`src/rtl/serial_frame_pkg.sv`:
```
// Shared state encoding and line-level constants for the serial frame receiver.
package serial_frame_pkg;

  typedef enum logic [2:0] {
    IDLE,
    DATA,
    PARITY,
    STOP,
    RESYNC
  } state_e;

  localparam logic START_LVL = 1'b1;
  localparam logic STOP_LVL  = 1'b0;
  localparam logic IDLE_LVL  = 1'b0;

endpackage

```
`src/rtl/frame_shift_reg.sv`:
```
// LSB-first serial-to-parallel shift register with a running XOR of every bit shifted in.
module frame_shift_reg #(
  parameter int unsigned DATA_W = 8
) (
  input  logic              clk,
  input  logic              rst,
  input  logic              clr_i,
  input  logic              shift_i,
  input  logic              bit_i,
  output logic [DATA_W-1:0] data_o,
  output logic              parity_o
);

  logic [DATA_W-1:0] data_q, data_d;
  logic              par_q, par_d;

  // New bits enter at the MSB so the first bit lands in bit 0 after DATA_W shifts.
  always_comb begin
    data_d = data_q;
    par_d  = par_q;
    if (clr_i) begin
      data_d = '0;
      par_d  = 1'b0;
    end else if (shift_i) begin
      data_d = {bit_i, data_q[DATA_W-1:1]};
      par_d  = par_q ^ bit_i;
    end
  end

  always_ff @(posedge clk or negedge rst) begin
    if (!rst) begin
      data_q <= '0;
      par_q  <= 1'b0;
    end else begin
      data_q <= data_d;
      par_q  <= par_d;
    end
  end

  assign data_o   = data_q;
  assign parity_o = par_q;

endmodule

```
`src/rtl/serial_frame_rx.sv`:
```
// Serial frame receiver: start/data/even-parity/stop framing, valid/ready output with
// per-word error flags and a sticky overrun indicator.
module serial_frame_rx
  import serial_frame_pkg::*;
#(
  parameter int unsigned DATA_W = 8
) (
  input  logic              clk,
  input  logic              rst,
  input  logic              d,
  output logic [DATA_W-1:0] data_out,
  output logic              data_valid,
  input  logic              data_ready,
  output logic              parity_err,
  output logic              frame_err,
  output logic              overrun
);

  localparam int unsigned CntW = (DATA_W > 1) ? $clog2(DATA_W) : 1;
  localparam logic [CntW-1:0] CntLast = CntW'(DATA_W - 1);

  state_e            state_q, state_d;
  logic [CntW-1:0]   cnt_q, cnt_d;
  logic              perr_pend_q, perr_pend_d;
  logic [DATA_W-1:0] data_q, data_d;
  logic              valid_q, valid_d;
  logic              perr_q, perr_d;
  logic              ferr_q, ferr_d;
  logic              ovr_q, ovr_d;

  logic              sr_clr, sr_shift;
  logic [DATA_W-1:0] sr_data;
  logic              sr_parity;

  frame_shift_reg #(
    .DATA_W (DATA_W)
  ) u_shift (
    .clk      (clk),
    .rst      (rst),
    .clr_i    (sr_clr),
    .shift_i  (sr_shift),
    .bit_i    (d),
    .data_o   (sr_data),
    .parity_o (sr_parity)
  );

  always_comb begin
    state_d     = state_q;
    cnt_d       = cnt_q;
    perr_pend_d = perr_pend_q;
    sr_clr      = 1'b0;
    sr_shift    = 1'b0;
    data_d      = data_q;
    valid_d     = valid_q;
    perr_d      = perr_q;
    ferr_d      = ferr_q;
    ovr_d       = ovr_q;

    if (valid_q && data_ready) begin
      valid_d = 1'b0;
    end

    unique case (state_q)
      IDLE: begin
        if (d == START_LVL) begin
          state_d = DATA;
          cnt_d   = '0;
          sr_clr  = 1'b1;
        end
      end
      DATA: begin
        sr_shift = 1'b1;
        if (cnt_q == CntLast) begin
          state_d = PARITY;
          cnt_d   = '0;
        end else begin
          cnt_d = cnt_q + 1'b1;
        end
      end
      PARITY: begin
        perr_pend_d = d ^ sr_parity;
        state_d     = STOP;
      end
      STOP: begin
        // Output is free if empty or being drained on this same edge.
        if (!valid_q || data_ready) begin
          data_d  = sr_data;
          perr_d  = perr_pend_q;
          ferr_d  = (d != STOP_LVL);
          valid_d = 1'b1;
        end else begin
          ovr_d = 1'b1;
        end
        state_d = (d == STOP_LVL) ? IDLE : RESYNC;
      end
      RESYNC: begin
        if (d == IDLE_LVL) begin
          state_d = IDLE;
        end
      end
      default: state_d = IDLE;
    endcase
  end

  always_ff @(posedge clk or negedge rst) begin
    if (!rst) begin
      state_q     <= IDLE;
      cnt_q       <= '0;
      perr_pend_q <= 1'b0;
      data_q      <= '0;
      valid_q     <= 1'b0;
      perr_q      <= 1'b0;
      ferr_q      <= 1'b0;
      ovr_q       <= 1'b0;
    end else begin
      state_q     <= state_d;
      cnt_q       <= cnt_d;
      perr_pend_q <= perr_pend_d;
      data_q      <= data_d;
      valid_q     <= valid_d;
      perr_q      <= perr_d;
      ferr_q      <= ferr_d;
      ovr_q       <= ovr_d;
    end
  end

  assign data_out   = data_q;
  assign data_valid = valid_q;
  assign parity_err = perr_q;
  assign frame_err  = ferr_q;
  assign overrun    = ovr_q;

endmodule
```
`config.mk`:
```
export PLATFORM = sky130hd
export DESIGN_NAME = serial_frame_rx
export DESIGN_NICKNAME = d
export VERILOG_FILES = /design/src/rtl/serial_frame_pkg.sv /design/src/rtl/frame_shift_reg.sv /design/src/rtl/serial_frame_rx.sv
export SDC_FILE = /design/constraint.sdc
export NUM_CORES = 1
export LEC_CHECK = 0
export CAP_MARGIN = 15
export CORE_ASPECT_RATIO = 1.5
export CORE_MARGIN = 5
export CORE_UTILIZATION = 40
export CTS_CLUSTER_SIZE = 25
export DETAILED_ROUTE_END_ITERATION = 6
export GPL_TIMING_DRIVEN = 0
export PLACE_DENSITY = 0.65
export SYNTH_ARGS = -nofsm -noshare
export SYNTH_HDL_FRONTEND = slang
export SYNTH_SLANG_ARGS = --single-unit
```
`constraint.sdc`:
```
create_clock -name clk -period 1.7 [get_ports clk]
set_input_delay 0.17 -clock clk [delete_from_list [all_inputs] [get_ports clk]]
set_output_delay 0.17 -clock clk [all_outputs]
set_load 0.03 [all_outputs]
```
* Word-level counts from Yosys, hierarchy flattened *
Index checks and enable logic that the tools add are counted.

storage, ports and cells
  flip-flop bits (word level) = 28
  input bits = 4
  output and inout port bits = 12
  logic and storage cells = 49

cells by class
  add/sub/neg operators = 1
  equal/unequal tests = 8
  mux-type cells = 18
  bitwise logic cells = 2
  reductions and logical operators = 10

operator list
  operator             number
  $mux 3               6
  $mux 8               2
  $pmux 3 s5           1
  $mux 1               8
  $eq 3x2->1 const B   2
  $eq 3x3->1 const B   2
  $ne 2x2->1 const B   3
  $pmux 3 s2           1
  $reduce_and 2->1     3
  $reduce_bool 2->1    2
  $add 3x1->3 const B  1
  $eq 3x1->1 const B   1
  $logic_not 3->1      1
  $reduce_and 3->1     1
  $logic_and 1x1->1    1
  $logic_not 1->1      1
  $logic_or 1x1->1     1
  $not 1->1            1
  $xor 1x1->1          1

* Longest topological paths before layout *
  depth after elaboration = 4
  mapped depth = 5
  mapped depth without buffers = 4

* By module *
From an unflattened synthesis, not the netlist that was laid out.

second synthesis, totals
  cell total of the unflattened synthesis = 88
  area total of the unflattened synthesis = 1211.2 um^2

by module, submodules not included
  module           times used  cells an instance  area each (um^2)  seq. area each (um^2)
  serial_frame_rx  1           58                 834.6             475.5
  frame_shift_reg  1           30                 376.6             225.2

* Least setup slack after synthesis *
No wires, ideal clock.

  kind = register to register
  start point = reg state_q[2]
  end point = reg ferr_q (netlist: frame_err)
  library setup time = 125 ps
  data arrival time = 1285 ps
  data required time = 1575 ps
  setup slack = 290 ps
  cell stages (with the launch flop) = 6
  buffers on the path = 2
  clock period less this slack = 1410 ps
  cell sequence = dfrtp_1 buf_6 nand3b_1 nor2b_2 buf_6 mux2_2

on the way
  cells in the longest elaborated chain, start to end = 2

RTL lines
  item                        line                    text
  start: declaration          serial_frame_rx.sv:22   state_e state_q, state_d;
  start signal: assignment    serial_frame_rx.sv:116  state_q <= state_d;
  $eq 3x2->1                  serial_frame_rx.sv:63   unique case (state_q)
  $reduce_and 2->1 (no line)  -
  end signal: assignment      serial_frame_rx.sv:122  ferr_q <= ferr_d;
  end: declaration            serial_frame_rx.sv:28   logic ferr_q, ferr_d;

Every way passes these cells.
A chain may end at the register's enable or synchronous reset.

* Worst setup path in the final report *
  start point = reg state_q[2]
  end point = reg data_q[3] (netlist: data_out[3])

on the way
  cells in the longest elaborated chain, start to end = 2

RTL lines
  item                        line                    text
  $eq 3x2->1                  serial_frame_rx.sv:63
  $reduce_and 2->1 (no line)  -
  end signal: assignment      serial_frame_rx.sv:119  data_q <= data_d;
  end: declaration            serial_frame_rx.sv:25   logic [DATA_W-1:0] data_q, data_d;

Every way passes these cells.

==> run metrics <==
status completed; fin nets 123; crit start category register; vias in the first global route between 700 and 800; Max Clock Skew between 0.003 and 0.004 ns; top sig layer met4; Avg Inst Size Synth ~12 um^2; 1st-pass router iterations 4; post-route ant nets 0; hpwl dp ~1.4 mm; # IOs 16; Syn Inst Count 96; pwr dens 1947 nW/um^2; Fill cells between 200 and 300; Distinct cells, synth 25; post-layout min period approximately 1.5 ns; flop2flop setup slack 0.17 ns; maximum VDD drop 0.9595 mV; CP Max Fanout 10; final setup fails 0; P_leak 0.6711 nW; Max Fclk 654.9 MHz; Root Buffer clkbuf_8; share of the clock period used by the worst path around 90%; clock sinks 28; critical path data arrival time roughly 1.7 ns; Routed WL per cell 12.61 um; total congestion overflow 0; Die X 54.65 um; CP required 1.86 ns; Synth Flop Type dfrtp_1; antenna violations before repair 0; # Max-Cap Violations 0; Slew @ Worst Pin 0.6411 ns; diode count 0; sequential area share after synthesis 58.58%; met3 routed WL 63 um; global-route usage over all layers 11.13%; met1 WL 878 um; Layout area overhead 23.85%; reg2reg end data_out[3]$_DFFE_PN0P_; Worst Hold Class primary input to async pin; met2 wire len 945 um; CTS max path bufs 2; worst reg2reg startpoint state_q[2]$_DFFE_PN0P_; share of cells above drive strength 1 22.41%; Post-Syn Area 1196 um^2; initial drt markers 20; Post-CTS Setup Inserts 0; Resized cells post-CTS 0; Starting Density 41.49%; row cnt 24; Core Area between 2000 and 3000 um^2; Post-synth EDFFs 0; Final Hold Vio Count 0; routability cong. 0.7249; dpl cells 151; Die ar. 4207 um^2; Synth warnings 0; Layout Cells excl Fill between 150 and 200; final core utilization 51.39%; CTS tree done; Routed WL 1.954 mm; die height 76.98 um; post-synthesis async set-or-reset flop share 100.0%; largest net degree at the start of global routing 17; DRC 0; clk_lat worst skew about 0.27 ns; Hold Buf Count CTS 0; CTS H-tree lvls 1; critical path class register to register; Final Max Tran Viols 0; clock slew at reported path FFs 0.09 ns; TritonCTS Buffers 3; number of synthesized register bits 28; CP endpoint kind register; via count 771; first-pass GRT wire length 3.477 mm; IO buf count 15; Via density 4.974; overall power 2.884 mW; Max-slew headroom 57.13%; cells on worst reg2reg path 5; Mapped Nets 102; unrepaired setup endpoints after global routing false
## routing by layer
metal | global-route usage (%) | up-vias
met1 | 14.32 | 379
met3 | 1.938 | 7
met4 | 7.481 | 0
li1 | - | 373
met2 | 16.35 | 12
met5 | 0 | -
## worst max-delay path by stage
stage | from | end | cells past startpoint
finish | state_q[2]$_DFFE_PN0P_ | data_out[3]$_DFFE_PN0P_ | 5
global route | state_q[2]$_DFFE_PN0P_ | data_out[5]$_DFFE_PN0P_ | 5
CTS | state_q[2]$_DFFE_PN0P_ | data_out[3]$_DFFE_PN0P_ | 5
detailed placement | d | u_shift.data_o[7]$_DFFE_PN0P_ | 4
global placement | d | cnt_q[1]$_DFFE_PN0P_ | 4
floorplan | state_q[2]$_DFFE_PN0P_ | frame_err$_DFFE_PN0P_ | 5
## logic make-up (layout without fill, tap and decap cells)
| logic type | count (synthesis) | in the layout | share of synthesized area [%] |
|---|---|---|---|
| buffers and inverters | 7 | 27 | 4.810 |
| and+or+nand+nor | 28 | 28 | 13.81 |
| DFF | 28 | 28 | 58.58 |
| AOI/OAI and AO/OA | 20 | 20 | 10.56 |
| adders and majority gates | 2 | 2 | 2.092 |
| xor gates and xnor gates | 1 | 1 | 0.7324 |
| muxes | 10 | 10 | 9.414 |
## sequential cells by signal, indices dropped and copies added (netlist names)
signal            count
data_valid            1
overrun               1
state_q               3
parity_err            1
u_shift.data_o        8
frame_err             1
u_shift.parity_o      1
data_out              8
cnt_q                 3
perr_pend_q           1
## area by class of cell
| class | count | area (um^2) | share of cell area [%] |
|---|---|---|---|
| Buffer | 6 | 53.80 | 3.632 |
| Clock inverter | 1 | 30.03 | 2.027 |
| Tap cell | 39 | 48.80 | 3.294 |
| Multi-Input combinational cell | 61 | 437.9 | 29.56 |
| Timing Repair Buffer | 16 | 165.2 | 11.15 |
| Inverter | 1 | 3.754 | 0.2534 |
| Clock buffer | 3 | 41.29 | 2.787 |
| Sequential cell | 28 | 700.7 | 47.30 |
## metrics by stage
step           worst slack (ns)  hold WS, ns  setup TNS [ns]  cell area (um^2)
2_1_floorplan            0.2897      -0.1256               0              1196
4_1_cts                  0.1601       0.3131               0              1481
3_5_place_dp           -0.05316       0.4742         -0.1949              1410
6_report                 0.1732       0.2851               0              1481
5_1_grt                 0.07718       0.3301               0              1481
3_3_place_gp           -0.01029       0.4601        -0.02343              1395
## power by group
group	internal, mW	leakage [nW]	switching [mW]
clock network	0.315	0.0357	0.200
logic	0.607	0.271	0.667
registers	0.942	0.364	0.152
total	1.86	0.671	1.02
## layout by cell type (no fill, tap or decap), drive strengths merged
cell type      count
o31ai              3
nor4b              1
o21bai             2
or3b               2
mux2              10
inv                1
nor3b              1
ha                 2
a21oi             10
nand2b             2
dfrtp             28
nand2             16
o21ai              1
a21o               1
a22o               3
xnor2              1
nor2b              1
bufinv             1
nand3b             2
buf                7
nor2               2
clkbuf             3
clkdlybuf4s50     15
nor3               1
## worst max-delay path, cell delays in order (launching register included)
cell and delay (ns):
dfrtp_1 0.39, buf_6 0.14, nand3b_1 0.23, nor2b_2 0.16
buf_6 0.16, mux2_2 0.34
## Yosys cell counts, types with 2 or more instances
cell type   n  area share, %
nand3b_1    2            1.3
o31ai_1     3            1.9
a21oi_1    10            4.2
dfrtp_1    28             59
buf_6       3            2.8
ha_1        2            2.1
mux2_2     10            9.4
o21bai_1    2            1.3
nand2_1    16            5.0
nand2b_1    2            1.0
a22o_1      3            2.2
buf_4       2            1.3
Note: power is estimated with default switching activity, not from simulation.
